$ cat config.mk
export PLATFORM = sky130hd
export DESIGN_NAME = axi_rst_drain_seq
export DESIGN_NICKNAME = d
export VERILOG_FILES = /design/src/rtl/axi_rst_drain_seq.sv
export SDC_FILE = /design/constraint.sdc
export NUM_CORES = 1
export LEC_CHECK = 0
export ABC_CLOCK_PERIOD_IN_PS = 3400
export BUFFER_PORTS_ARGS = -buffer_cell sky130_fd_sc_hd__buf_2
export CAP_MARGIN = 20
export CORE_MARGIN = 1
export CORE_UTILIZATION = 44
export CTS_BUF_LIST = sky130_fd_sc_hd__clkbuf_2 sky130_fd_sc_hd__clkbuf_4 sky130_fd_sc_hd__clkbuf_8
export CTS_CLUSTER_DIAMETER = 50
export DETAILED_ROUTE_END_ITERATION = 8
export PLACE_DENSITY = 0.66
export SLEW_MARGIN = 40
export SYNTH_ARGS = -nofsm -noshare
export SYNTH_HDL_FRONTEND = slang
export SYNTH_SLANG_ARGS = --single-unit
export TNS_END_PERCENT = 20
$ cat constraint.sdc
create_clock -name aclk -period 3.4 [get_ports aclk]
set_clock_uncertainty 0.05 [all_clocks]
set_input_delay 0.34 -clock aclk [delete_from_list [all_inputs] [get_ports aclk]]
set_output_delay 0.34 -clock aclk [all_outputs]
set_load 0.05 [all_outputs]
$ cat src/rtl/axi_rst_drain_seq.sv
// Soft-reset sequencer for one AXI clock domain: gates new address traffic, drains
// outstanding writes/reads, then asserts and releases interconnect and peripheral resets in order.
module axi_rst_drain_seq #(
  parameter int OUTST_W       = 6,
  parameter int HOLD_CYCLES   = 16,
  parameter int PERIPH_DELAY  = 4,
  parameter int DRAIN_TIMEOUT = 1024
) (
  input  logic               aclk,
  input  logic               aresetn,
  input  logic               rst_req,
  input  logic               s_awvalid,
  input  logic               s_awready,
  input  logic               s_bvalid,
  input  logic               s_bready,
  input  logic               s_arvalid,
  input  logic               s_arready,
  input  logic               s_rvalid,
  input  logic               s_rready,
  input  logic               s_rlast,
  output logic               traffic_en,
  output logic               interconnect_aresetn,
  output logic               peripheral_aresetn,
  output logic               rst_busy,
  output logic               drain_timeout,
  output logic [1:0]         dbg_state,
  output logic [OUTST_W-1:0] dbg_wr_out,
  output logic [OUTST_W-1:0] dbg_rd_out
);

  typedef enum logic [1:0] {
    ST_RUN    = 2'd0,
    ST_DRAIN  = 2'd1,
    ST_ASSERT = 2'd2,
    ST_REL_IC = 2'd3
  } state_t;

  localparam int HW = (HOLD_CYCLES > 1) ? $clog2(HOLD_CYCLES) : 1;
  localparam int PW = (PERIPH_DELAY > 1) ? $clog2(PERIPH_DELAY) : 1;
  localparam int DW = (DRAIN_TIMEOUT > 1) ? $clog2(DRAIN_TIMEOUT) : 1;

  localparam logic [OUTST_W-1:0] OUT_MAX    = '1;
  localparam logic [HW-1:0]      HOLD_LOAD  = HW'(HOLD_CYCLES - 1);
  localparam logic [PW-1:0]      DLY_LOAD   = PW'(PERIPH_DELAY - 1);
  localparam logic [DW-1:0]      DRAIN_LAST = DW'((DRAIN_TIMEOUT > 0) ? DRAIN_TIMEOUT - 1 : 0);

  state_t               state, state_next;
  logic [OUTST_W-1:0]   wr_out, wr_next, rd_out, rd_next;
  logic [HW-1:0]        hold_cnt, hold_next;
  logic [PW-1:0]        dly_cnt, dly_next;
  logic [DW-1:0]        drain_cnt, drain_next;
  logic                 to_next;

  // Handshake monitors: a transfer is counted in any cycle where valid and ready are both high.
  logic aw_hs, b_hs, ar_hs, rl_hs;
  assign aw_hs = s_awvalid & s_awready;
  assign b_hs  = s_bvalid & s_bready;
  assign ar_hs = s_arvalid & s_arready;
  assign rl_hs = s_rvalid & s_rready & s_rlast;

  function automatic logic [OUTST_W-1:0] count_upd(input logic [OUTST_W-1:0] cnt,
                                                   input logic inc, input logic dec);
    logic [OUTST_W-1:0] res;
    res = cnt;
    if (inc && !dec && cnt != OUT_MAX) res = cnt + 1'b1;
    if (dec && !inc && cnt != '0)      res = cnt - 1'b1;
    return res;
  endfunction

  always_comb begin
    state_next = state;
    wr_next    = wr_out;
    rd_next    = rd_out;
    hold_next  = hold_cnt;
    dly_next   = dly_cnt;
    drain_next = drain_cnt;
    to_next    = drain_timeout;
    case (state)
      ST_RUN: begin
        wr_next = count_upd(wr_out, aw_hs, b_hs);
        rd_next = count_upd(rd_out, ar_hs, rl_hs);
        if (rst_req) begin
          state_next = ST_DRAIN;
          drain_next = '0;
        end
      end
      ST_DRAIN: begin
        wr_next = count_upd(wr_out, aw_hs, b_hs);
        rd_next = count_upd(rd_out, ar_hs, rl_hs);
        // Exit test uses the post-update counts so the last response can finish this cycle.
        if (wr_next == '0 && rd_next == '0) begin
          state_next = ST_ASSERT;
          hold_next  = HOLD_LOAD;
        end else if (DRAIN_TIMEOUT != 0 && drain_cnt == DRAIN_LAST) begin
          state_next = ST_ASSERT;
          hold_next  = HOLD_LOAD;
          to_next    = 1'b1;
          wr_next    = '0;
          rd_next    = '0;
        end else begin
          drain_next = drain_cnt + 1'b1;
        end
      end
      ST_ASSERT: begin
        wr_next = '0;
        rd_next = '0;
        if (hold_cnt != '0) begin
          hold_next = hold_cnt - 1'b1;
        end else if (!rst_req) begin
          state_next = ST_REL_IC;
          dly_next   = DLY_LOAD;
        end
      end
      ST_REL_IC: begin
        wr_next = '0;
        rd_next = '0;
        if (dly_cnt == '0) state_next = ST_RUN;
        else               dly_next   = dly_cnt - 1'b1;
      end
      default: state_next = ST_ASSERT;
    endcase
  end

  always_ff @(posedge aclk or negedge aresetn) begin
    if (!aresetn) begin
      state                <= ST_ASSERT;
      wr_out               <= '0;
      rd_out               <= '0;
      hold_cnt             <= HOLD_LOAD;
      dly_cnt              <= '0;
      drain_cnt            <= '0;
      drain_timeout        <= 1'b0;
      traffic_en           <= 1'b0;
      interconnect_aresetn <= 1'b0;
      peripheral_aresetn   <= 1'b0;
      rst_busy             <= 1'b1;
    end else begin
      state                <= state_next;
      wr_out               <= wr_next;
      rd_out               <= rd_next;
      hold_cnt             <= hold_next;
      dly_cnt              <= dly_next;
      drain_cnt            <= drain_next;
      drain_timeout        <= to_next;
      traffic_en           <= (state_next == ST_RUN);
      interconnect_aresetn <= (state_next != ST_ASSERT);
      peripheral_aresetn   <= (state_next == ST_RUN) || (state_next == ST_DRAIN);
      rst_busy             <= (state_next != ST_RUN);
    end
  end

  assign dbg_state  = state;
  assign dbg_wr_out = wr_out;
  assign dbg_rd_out = rd_out;

endmodule
==> impl_results.md, run 1 <==
* First-pass GRT wire length at 8.045 mm
* Final Hold Viols at 0
* Worst path most repeated cell: nor2_1
* Fillers at 513
* Vias per cell at around 5.6
* Share of cells above drive strength 1 at 17.91%
* DRC violations left at 0
* Adder-cell share of the synthesized area at 4.873%
* Compound-Gate Fraction of Synth Area at 18.73%
* WL final at 4.905 mm
* Sequential fraction of the synthesis area at 38.22%
* Antenna viol nets, final at 0
* Post-synth top flop: dfrtp_1
* CP bufs+invs at 2
* Largest net degree at the start of global routing at 36
* First-pass detailed-route iteration total at 4
* Number of synthesized register bits at 35
* Leak pwr at roughly 1.1 nW
* Clock transition at path regs at 70 ps
* Xor-xnor portion of the synthesized cell area at approximately 1.9%
* Period utilisation layout at 93.73%
* IO buf count at 30
* Max stage delay on crit path at 590 ps
* Critical path startpoint: dbg_wr_out[1]
* Asr flop ratio synth at 100.0%
* Top Ports at 31
* Arrival @ worst endpoint at 3300 ps
* Post-cts sizing count at 0
* Worst Hold Path Cells at 2
* Core area at 5075 µm²
* Critical path endpoint category: register
* Min-delay src: rst_req
* PwrDens at 762.5 nW/µm²
* Via count of the first global-routing pass at ~1.8k
* Synth unique cells at 56
* CP Max Fanout at 13
* Pins Over Slew Limit at 0
* Post-synth EDFFs at 0
* CTS buffer count at 5
* Hold WC Path Type: in -> reg
* Antenna violations before repair at 0
* Worst-case reg-to-reg path depth at 10
* Drt wl/cell at 13.40 µm
* Hold EP: traffic_en
* Status: finished clean
* R2R Path Start: dbg_wr_out[1]
* H-tree levels at 2
* Max_cap viols at 0
* CTS Hold Buffers Added at 0
* DR iter-0 viols at 85
* Die height at between 70 and 80 µm
* Post-Synthesis Cell Area at 2311 µm²
* WHS at roughly 260 ps
* Die area at around 5500 µm²
* Clk root buf: clkbuf_8
* Die Span X at 74.47 µm
* Grt ovf at 0
* Syn Inst Count at approximately 260
* Initial core utilization at 45.54%
* CP Class: reg -> reg
* Via count at 2,052
* CTS tree: yes
* Slew HR at 68.30%
* Crit path max-delay family: simple AND/OR/NAND/NOR gates
* Post-Syn Nets at 283
* Worst EP required at ~3500 ps
* Post-Synth Simple-Gate Area at 27.83%
* Critical path startpoint category: register
* Overall global routing resource usage at a little under a fifth
* Gp weighted congestion at 0.8846
* Critical Path Stages at 10
* Longest Clk Path Bufs at 2
* Post-synthesis area per instance at about 9 µm²
* Fmax at 313.8 MHz
* Worst skew pair latency at about 290 ps
* # clock sinks at 35
* Area grow syn2layout at 13.59%
* Multiplexer share of the synthesized area at 4.494%
* Final setup vio count at 0
* R2R setup slack at 210 ps
* Largest family of logic cells by synthesized area: simple AND/OR/NAND/NOR gates
* Synth warnings at 0
* CP cell instances: inv_1 > ha_1 > nor3b_1 > nor2_1 > mux4_2 > or4_1 > nor3_4 > buf_4 > nor2_1 > mux2i_1
* Unrepaired setup endpoints after global routing: false
* N_diodes at 0
* DPL Wire Length at 3.577 mm
* Post-CTS Setup Inserts at 0
* Worst IR Drop VDD at 0.0004230 V
* Cell Rows at 26
* Worst slew pin tran at 470.5 ps
* Post-layout min period at 3187 ps
* CP max-delay cell: or4_1
* Setup_tns at 0 ps
* Reg2reg end: drain_cnt[0]
* Nets at between 300 and 400
-- area by class of cell --
cell class,count,area (µm²),share of cell area [%]
inverter,15,56.30,2.145
tap,70,87.58,3.337
clock buffer,5,68.82,2.622
clock inverter,3,15.01,0.5720
sequential,35,883.3,33.65
timing repair buffer,33,177.7,6.768
multi-input combinational,205,1336,50.91
-- metal layers --
layer	track usage, %	vias to the layer above	wire length [µm]
li1	-	1025	-
met1	24.35	979	2384
met2	30.53	39	2287
met3	3.523	9	150
met4	8.595	0	82
met5	0	-	0
-- state kept, by name, indices dropped and copies added, names as in the netlist --
signal and cells:
hold_cnt 4, drain_cnt 10, drain_timeout 1, dbg_state 2
dbg_wr_out 6, rst_busy 1, dbg_rd_out 6, traffic_en 1
dly_cnt 2, interconnect_aresetn 1, peripheral_aresetn 1
-- kinds of logic (layout without fill, tap and decap cells) --
logic type | after synthesis | in the layout
AND/OR/NAND/NOR | 119 | 119
AO/OA/AOI/OAI | 63 | 63
flip-flops | 35 | 35
buffers and inverters | 22 | 56
adder cells (fa/ha/maj) | 9 | 9
multiplexers | 9 | 9
XOR/XNOR | 5 | 5
-- worst register-to-register path: cells and delay by family (launching register included) --
| family | cells | cell delay, ps |
|---|---|---|
| adder cells (fa/ha/maj) | 1 | 200 |
| flip-flops | 1 | 420 |
| multiplexers | 2 | 610 |
| AND/OR/NAND/NOR | 5 | 1410 |
| buffers and inverters | 2 | 400 |
-- through the flow --
stage	utilization [%]	instances	power, mW	cell area (µm²)	worst slack, ps
global route	51.73	366	2.148	2625	20.49
global placement	49.83	357	1.685	2529	360.4
finish	51.73	366	2.002	2625	213.3
floorplan	-	262	1.496	2311	257.7
detailed placement	49.83	357	1.711	2529	232.2
CTS	51.48	365	2.007	2613	216.2
-- report_power, final --
group / internal (mW) / switching [mW] / total (mW)
Clock: 0.140 / 0.152 / 0.293
Sequential: 0.574 / 0.153 / 0.726
Combinational: 0.370 / 0.612 / 0.983
Total: 1.08 / 0.918 / 2.00
-- cell usage in the layout, fill, tap and decap left out, drive strengths merged, types with 4 or more instances in the layout --
| master | netlist | final |
|---|---|---|
| and3 | 6 | 6 |
| and2 | 6 | 6 |
| nor2 | 21 | 21 |
| nor3 | 6 | 6 |
| nand4 | 7 | 7 |
| dfstp | 6 | 6 |
| clkbuf | 5 | 5 |
| o211ai | 4 | 4 |
| nand3 | 15 | 15 |
| buf | 2 | 32 |
| ha | 9 | 9 |
| mux2i | 7 | 7 |
| inv | 15 | 15 |
| nor2b | 5 | 5 |
| dfrtp | 29 | 29 |
| or3 | 6 | 6 |
| nand2 | 26 | 26 |
| o21ai | 14 | 14 |
| o31ai | 5 | 5 |
| a22oi | 4 | 4 |
| a21oi | 11 | 11 |
| nand2b | 5 | 5 |
-- how the worst max path moves through the flow --
stage	slack, ps	to
after global placement	360	drain_cnt[8]
after detailed placement	230	drain_cnt[1]
final	210	drain_cnt[0]
after global routing	20	drain_cnt[1]
after floorplan	260	peripheral_aresetn
after CTS	220	drain_cnt[0]
-- synth_stat cells (3+ instances only) --
cell | n | area [µm²]
dfrtp_1 | 29 | 725.7
nand2_1 | 26 | 97.59
nor2_1 | 21 | 78.83
nand3_1 | 15 | 75.07
inv_1 | 14 | 52.55
o21ai_0 | 12 | 60.06
a21oi_1 | 11 | 55.05
ha_1 | 9 | 112.6
mux2i_1 | 7 | 70.07
nand4_1 | 7 | 43.79
and2_1 | 6 | 37.54
and3_1 | 6 | 37.54
dfstp_2 | 6 | 157.7
or3_1 | 6 | 37.54
clkbuf_1 | 5 | 18.77
nand2b_1 | 5 | 31.28
nor2b_1 | 5 | 31.28
nor3_1 | 5 | 25.02
o31ai_1 | 5 | 37.54
a22oi_1 | 4 | 30.03
o211ai_1 | 4 | 30.03
a211o_1 | 3 | 26.28
a21boi_0 | 3 | 22.52
nor3b_1 | 3 | 22.52
nor4b_1 | 3 | 26.28
or4_1 | 3 | 22.52
xnor2_1 | 3 | 26.28
(Power assumes the default switching activity.)
==> run 2, diff against run 1 <==
--- a/config.mk
+++ b/config.mk
@@ -5,6 +5,7 @@
 export SDC_FILE = /design/constraint.sdc
 export NUM_CORES = 1
 export LEC_CHECK = 0
+export ABC_AREA = 1
 export ABC_CLOCK_PERIOD_IN_PS = 3400
 export BUFFER_PORTS_ARGS = -buffer_cell sky130_fd_sc_hd__buf_2
 export CAP_MARGIN = 20
@@ -13,7 +14,7 @@
 export CTS_BUF_LIST = sky130_fd_sc_hd__clkbuf_2 sky130_fd_sc_hd__clkbuf_4 sky130_fd_sc_hd__clkbuf_8
 export CTS_CLUSTER_DIAMETER = 50
 export DETAILED_ROUTE_END_ITERATION = 8
-export PLACE_DENSITY = 0.66
+export PLACE_DENSITY = 0.65
 export SLEW_MARGIN = 40
 export SYNTH_ARGS = -nofsm -noshare
 export SYNTH_HDL_FRONTEND = slang
==> run 2 against run 1 <==
Maximum frequency rose by 40%; final cell count rose by 27%; first-iteration DRC count rose by 45%; largest cell class unchanged; critical endpoint is now drain_cnt[9].
==> impl_results.md, run 2 <==
* Largest register FFs at 10 (unchanged)
* N_diodes at 0 (unchanged)
* DRC violations left at 0 (unchanged)
* Synth warnings at 0 (unchanged)
* Post-synth EDFFs at 0 (unchanged)
* Post-Synthesis Cell Area at 2567 µm² (+11%)
* Syn Inst Count at 358 (+37%)
* PwrDens at 913.9 nW/µm² (+20%)
* Nets at 411 (+30%)
* Post-synthesis area per instance at 7.172 µm² (-19%)
* First-pass GRT wire length at 9.591 mm (+19%)
* Cell taking the most area after synthesis: dfrtp_1
* Most frequent cells in the layout: nand2_1 (114), inv_1 (42), nand3_1 (38)
* Number of synthesized register bits at 35 (unchanged)
* Hold WC Path Type: reg -> reg
* Top Ports at 31 (unchanged)
* Arrival @ worst endpoint at 2410 ps (-890 ps)
* Worst skew pair latency at 290 ps (about the same)
* Critical path endpoint category: register
* WL final at 5.370 mm (+9.5%)
* Sequential fraction of the synthesis area at 34.41% (-3.8 points)
* Met3 Wirelength at 156 µm (+4.0%)
* H-tree levels at 2 (unchanged)
* Synth unique cells at 35 (-38%)
* Grt ovf at 0 (unchanged)
* Synth top area cells: dfrtp_1 (28%), nand2_1 (17%), nand3_1 (7.4%)
* Vias per cell at 5.026 (-10%)
* Commonest non-fill, non-tap cell in the layout: nand2_1
* Worst slew pin tran at 558.9 ps (+88.43 ps)
* CP Max Fanout at 12 (-1)
* Total power at 2.635 mW (+32%)
* Status: finished clean
* IO buf count at 30 (unchanged)
* Drt wl/cell at 11.60 µm (-13%)
* Longest Clk Path Bufs at 2 (unchanged)
* Clock transition at path regs at 80 ps (about the same)
* Die height at 78.39 µm (+5.3%)
* Post-synth top area share at 28.27% (-3.1 points)
* # clock sinks at 35 (unchanged)
* Met2 Wirelength at 2.569 mm (+12%)
* Critical path startpoint category: register
* Pins Over Slew Limit at 0 (unchanged)
* Most frequent cells after synthesis: nand2_1 (114), inv_1 (42), nand3_1 (38)
* Design Area, Final at 2883 µm² (+9.8%)
* Share of cells above drive strength 1 at 20.72% (+2.8 points)
* Max_cap viols at 0 (unchanged)
* Unrepaired setup endpoints after global routing: false
* Antenna viol nets, final at 0 (unchanged)
* Period utilisation layout at 66.95% (-27 points)
* Setup_tns at 0 ps (unchanged)
* M1 wire length at 2.566 mm (+7.6%)
* Post-synth top flop: dfrtp_1
* First-pass detailed-route iteration total at 4 (unchanged)
* Post-layout min period at 2276 ps (-910.3 ps)
* Via count at 2,327 (+13%)
* DPL Wire Length at 4.017 mm (+12%)
* Die Span X at 78.39 µm (+5.3%)
* Largest net degree at the start of global routing at 36 (unchanged)
* Final setup vio count at 0 (unchanged)
* Slew HR at 62.74% (-5.6 points)
* Leak pwr at 1.529 nW (+34%)
* CTS tree: yes
* Gp weighted congestion at 0.8509 (-3.8%)
* Initial core utilization at 46.06% (+0.52 points)
* CP Class: reg -> reg
* Worst IR Drop VDD at 0.0004088 V (-3.3%)
* CTS buffer count at 5 (unchanged)
* Core area at 5574 µm² (+9.8%)
* Fmax at 439.3 MHz (+40%)
* Post-Syn Nets at 379 (+34%)
* Final Hold Viols at 0 (unchanged)
* Area grow syn2layout at 12.28%
* Worst EP required at 3540 ps (+20 ps)
* Max layer used: met4
* DP Area at 2758 µm² (+9.1%)
* Top-count cell post-synth: nand2_1
* Fillers at 558 (+8.8%)
* Asr flop ratio synth at 100.0% (unchanged)
* Die area at 6145 µm² (+11%)
* Largest Register: drain_cnt
* Antenna violations before repair at 0 (unchanged)
* Cell Rows at 27 (+3.8%)
* Via count of the first global-routing pass at 2,179 (+18%)
* Clk root buf: clkbuf_8
* DR iter-0 viols at 123 (+45%)
* Overall global routing resource usage at 19.62% (+0.82 points)
## run 2: per-stage QoR
| stage | util [%] | setup slack (ps) | instances | hold slack [ps] |
|---|---|---|---|---|
| finish | 51.72 | 1124 | 463 | 413.9 |
| global route | 51.72 | 875.4 | 463 | 454.6 |
| CTS | 51.49 | 1118 | 462 | 115.8 |
| detailed placement | 49.47 | 1126 | 454 | 405.6 |
| global placement | 49.47 | 1116 | 454 | 403.6 |
| floorplan | - | 997.2 | 358 | -5.591 |
## run 2: logic make-up (layout without fill, tap and decap cells)
| logic type | after synthesis | in the layout | share of synthesized area [%] |
|---|---|---|---|
| fa+ha+maj | 9 | 9 | 4.386 |
| xor+xnor | 11 | 11 | 3.752 |
| compound gates | 31 | 31 | 8.723 |
| flops | 35 | 35 | 34.41 |
| simple gates | 218 | 218 | 39.47 |
| buf+inv | 54 | 87 | 9.259 |
## run 2: timing repair
item,in CTS,in global routing
endpoints found under the hold margin,0,29
hold buffers,0,1
setup buffers,0,0
resized for setup,0,0
## run 2: final cells by class
cell class / instances / area (µm²) / area share [%]
timing repair buffer: 33 / 177.7 / 6.163
multi-input combinational: 269 / 1446 / 50.17
clock inverter: 3 / 43.79 / 1.519
sequential: 35 / 883.3 / 30.64
clock buffer: 5 / 68.82 / 2.387
inverter: 46 / 172.7 / 5.990
tap: 72 / 90.09 / 3.125
## run 2: worst max-delay path: stages (launching register included)
cell and delay, ps:
dfrtp_1 470, ha_1 270, nand3_1 110, nor2_1 110, nor2_1 80, nand2_1 70
nand2_1 40, a21oi_1 190, nand2_1 100, nor2_2 120, nand2_2 110, nand2_4 130
nand2_4 130, nand2_1 110, o21ai_2 50
## run 2: path summary, 6_finish.rpt
check                              start      endpoint  slack (ps)  cells past startpoint
setup / recovery           dbg_wr_out[1]  drain_cnt[9]        1120                     14
hold / removal               hold_cnt[1]   hold_cnt[1]         410                      2
setup reg to reg           dbg_wr_out[1]  drain_cnt[9]        1120                     14
hold reg to reg              hold_cnt[1]   hold_cnt[1]         410                      2
max in group asynchronous        aresetn  dbg_state[1]        2450                      2
min in group asynchronous        aresetn  drain_cnt[3]         490                      2
## run 2: power breakdown
part	total [mW]	internal (mW)	switching [mW]
logic	1.42	0.440	0.983
registers	0.826	0.595	0.232
clock network	0.385	0.218	0.166
total	2.63	1.25	1.38
## run 2: routing by layer
metal  GRT usage [%]  vias up
li1                -     1211
met1           25.46     1072
met2           33.33       35
met3           3.140        9
met4           6.111        0
met5               0        -
==> run 3, diff against run 2 <==
--- a/config.mk
+++ b/config.mk
@@ -6,7 +6,7 @@
 export NUM_CORES = 1
 export LEC_CHECK = 0
 export ABC_AREA = 1
-export ABC_CLOCK_PERIOD_IN_PS = 3400
+export ABC_CLOCK_PERIOD_IN_PS = 1800
 export BUFFER_PORTS_ARGS = -buffer_cell sky130_fd_sc_hd__buf_2
 export CAP_MARGIN = 20
 export CORE_MARGIN = 1
@@ -14,7 +14,7 @@
 export CTS_BUF_LIST = sky130_fd_sc_hd__clkbuf_2 sky130_fd_sc_hd__clkbuf_4 sky130_fd_sc_hd__clkbuf_8
 export CTS_CLUSTER_DIAMETER = 50
 export DETAILED_ROUTE_END_ITERATION = 8
-export PLACE_DENSITY = 0.65
+export PLACE_DENSITY = 0.68
 export SLEW_MARGIN = 40
 export SYNTH_ARGS = -nofsm -noshare
 export SYNTH_HDL_FRONTEND = slang
==> constraint.sdc (replaced) <==
create_clock -name aclk -period 1.8 [get_ports aclk]
set_clock_uncertainty 0.05 [all_clocks]
set_input_delay 0.18 -clock aclk [delete_from_list [all_inputs] [get_ports aclk]]
set_output_delay 0.18 -clock aclk [all_outputs]
set_load 0.05 [all_outputs]
==> run 3 against run 2 <==
The run now ends with negative setup slack left; maximum frequency increased by 4.0%; design area grew 25%; total power up 140%; sequential share of layout area down 5.7 points; setup slack lost 1500 ps; critical endpoint unchanged.
==> impl_results.md, run 3 (same netlist as run 2, synthesis figures left out) <==
* Status: finished, violations left
* Failing checks: negative setup slack
* Commonest non-fill, non-tap cell in the layout: nand2_1
* Setup_tns at -7340 ps (-7340 ps)
* Longest Clk Path Bufs at 2 (unchanged)
* Pre-CTS setup slack at -331.8 ps (-1458 ps)
* PwrDens at 1734 nW/µm² (+90%)
* Fin cells at 526 (+14%)
* Worst-case reg-to-reg path depth at 17 (+3)
* H-tree levels at 2 (unchanged)
* Post-layout min period at 2190 ps (-86.81 ps)
* R2R setup slack at -390 ps (-1510 ps)
* Vias per cell at 5.017 (-0.18%)
* Slew HR at 66.12% (+3.4 points)
* Final Hold Viols at 0 (unchanged)
* Critical path endpoint category: register
* DRC violations left at 0 (unchanged)
* Hold WC Path Type: in -> async
* Final setup vio count at 22 (+22)
* Die area at 6145 µm² (unchanged)
* N_diodes at 0 (unchanged)
* CP Class: reg -> reg
* R2R Path Start: dbg_rd_out[1]
* Worst skew pair latency at 300 ps (about the same)
* Clk root buf: clkbuf_8
* WL final at 6.718 mm (+25%)
* Final setup margin at -389.6 ps (-1513 ps)
* Arrival @ worst endpoint at 2330 ps (-80 ps)
* Die Span X at 78.39 µm (unchanged)
* Initial core utilization at 46.06% (unchanged)
* Top Ports at 31 (unchanged)
* CTS tree: yes
* Clock transition at path regs at 80 ps (about the same)
* Antenna violations before repair at 0 (unchanged)
* Largest register FFs at 10 (unchanged)
* Cell Rows at 27 (unchanged)
* Most frequent cells in the layout: nand2_1 (102), buf_4 (60), inv_1 (39)
* Largest Register: drain_cnt
* IO buf count at 30 (unchanged)
* Gp weighted congestion at 0.8494 (-0.18%)
* Leak pwr at 1.875 nW (+23%)
* Design Area, Final at 3607 µm² (+25%)
* Fin util at 64.71% (+13 points)
* Reg2reg end: drain_cnt[9]
* Area grow syn2layout at 40.50%
* Antenna viol nets, final at 0 (unchanged)
* Worst slew pin tran at 507.6 ps (-51.35 ps)
* First-pass GRT wire length at 10.89 mm (+14%)
* Worst IR Drop VDD at 0.001216 V (+200%)
* Nets at 474 (+15%)
* DR iter-0 viols at 151 (+23%)
* Critical path startpoint category: register
* DPL Wire Length at 4.735 mm (+18%)
* WHS at 321.8 ps (-92.08 ps)
* Max_cap viols at 0 (unchanged)
* Core area at 5574 µm² (unchanged)
* Period utilisation layout at 121.6% (+55 points)
* Inst Count DP at 511 (+13%)
* Via count of the first global-routing pass at 2,591 (+19%)
* Pins Over Slew Limit at 0 (unchanged)
* Drt wl/cell at 12.77 µm (+10%)
* CP Max Fanout at 6 (-6)
* Fmax at 456.7 MHz (+4.0%)
* Worst EP required at 1940 ps (-1600 ps)
* Crit path to: drain_cnt[9]
* # clock sinks at 35 (unchanged)
* First-pass detailed-route iteration total at 4 (unchanged)
* Unrepaired setup endpoints after global routing: true
* Share of cells above drive strength 1 at 40.75% (+20 points)
* CTS buffer count at 5 (unchanged)
* Largest net degree at the start of global routing at 20 (-44%)
* Via count at 2,639 (+13%)
* Total power at 6.254 mW (+140%)
* Die height at 78.39 µm (unchanged)
* Critical path startpoint: dbg_rd_out[1]
* DP Area at 3287 µm² (+19%)
* Grt ovf at 0 (unchanged)
* Overall global routing resource usage at 22.19% (+2.6 points)
run 3: changes by cell type in the layout (fill, tap and decap cells not counted), moves of 4 or more:
cell / change
dfrtp_2: +7
nand2_2: +8
ha_1: -5
nand3_2: +5
dfrtp_1: -9
nand2_1: -12
buf_4: +57
ha_4: +4
nand3_1: -6
run 3: power by group:
group / switching, mW / total [mW] / internal [mW]
clock: 0.332 / 0.752 / 0.420
combinational: 2.45 / 4.02 / 1.57
sequential: 0.331 / 1.48 / 1.15
run 3: worst max-delay path, stage by stage, from the launching register on:
cell     delay [ps]
dfrtp_4         520
ha_4            190
nand2_4          80
nor2_4           40
nand2_2          70
nand2_2          70
nand2_1          70
nand2_1          60
nand2_2          70
nand2_1          50
nor2_1          110
nand2_1         100
nor2_2          160
nand2_4         110
nand2_8         120
nand2_4          90
nand2_2          90
o21ai_2          50
run 3: area by class of cell:
type | count | area (µm²)
Clock inverter | 3 | 47.55
Timing Repair Buffer | 95 | 668.1
Inverter | 46 | 177.7
Clock buffer | 5 | 68.82
Multi-Input combinational cell | 270 | 1655
Tap cell | 72 | 90.09
Sequential cell | 35 | 899.6
Fill cell | 487 | 1967
run 3: worst min-delay path by stage:
stage,to,slack (ps)
6_report,traffic_en,320
5_1_grt,peripheral_aresetn,350
3_3_place_gp,traffic_en,100
4_1_cts,dly_cnt[0],290
3_5_place_dp,traffic_en,120
2_1_floorplan,dbg_rd_out[2],-170
run 3: metal layers:
layer,wire (µm),vias up,track usage [%]
met5,0,-,0
met2,3398,52,39.74
met3,184,15,3.023
met1,3014,1229,27.18
met4,120,0,7.593
li1,-,1343,-
run 3: timing repair:
item	4_1_cts	5_1_grt
hold buffers	1	0
setup buffers	3	2
setup endpoints to repair	23	33
resized for setup	15	19
hold endpoints to repair	15	0
gates cloned	0	1
pin swaps	13	12
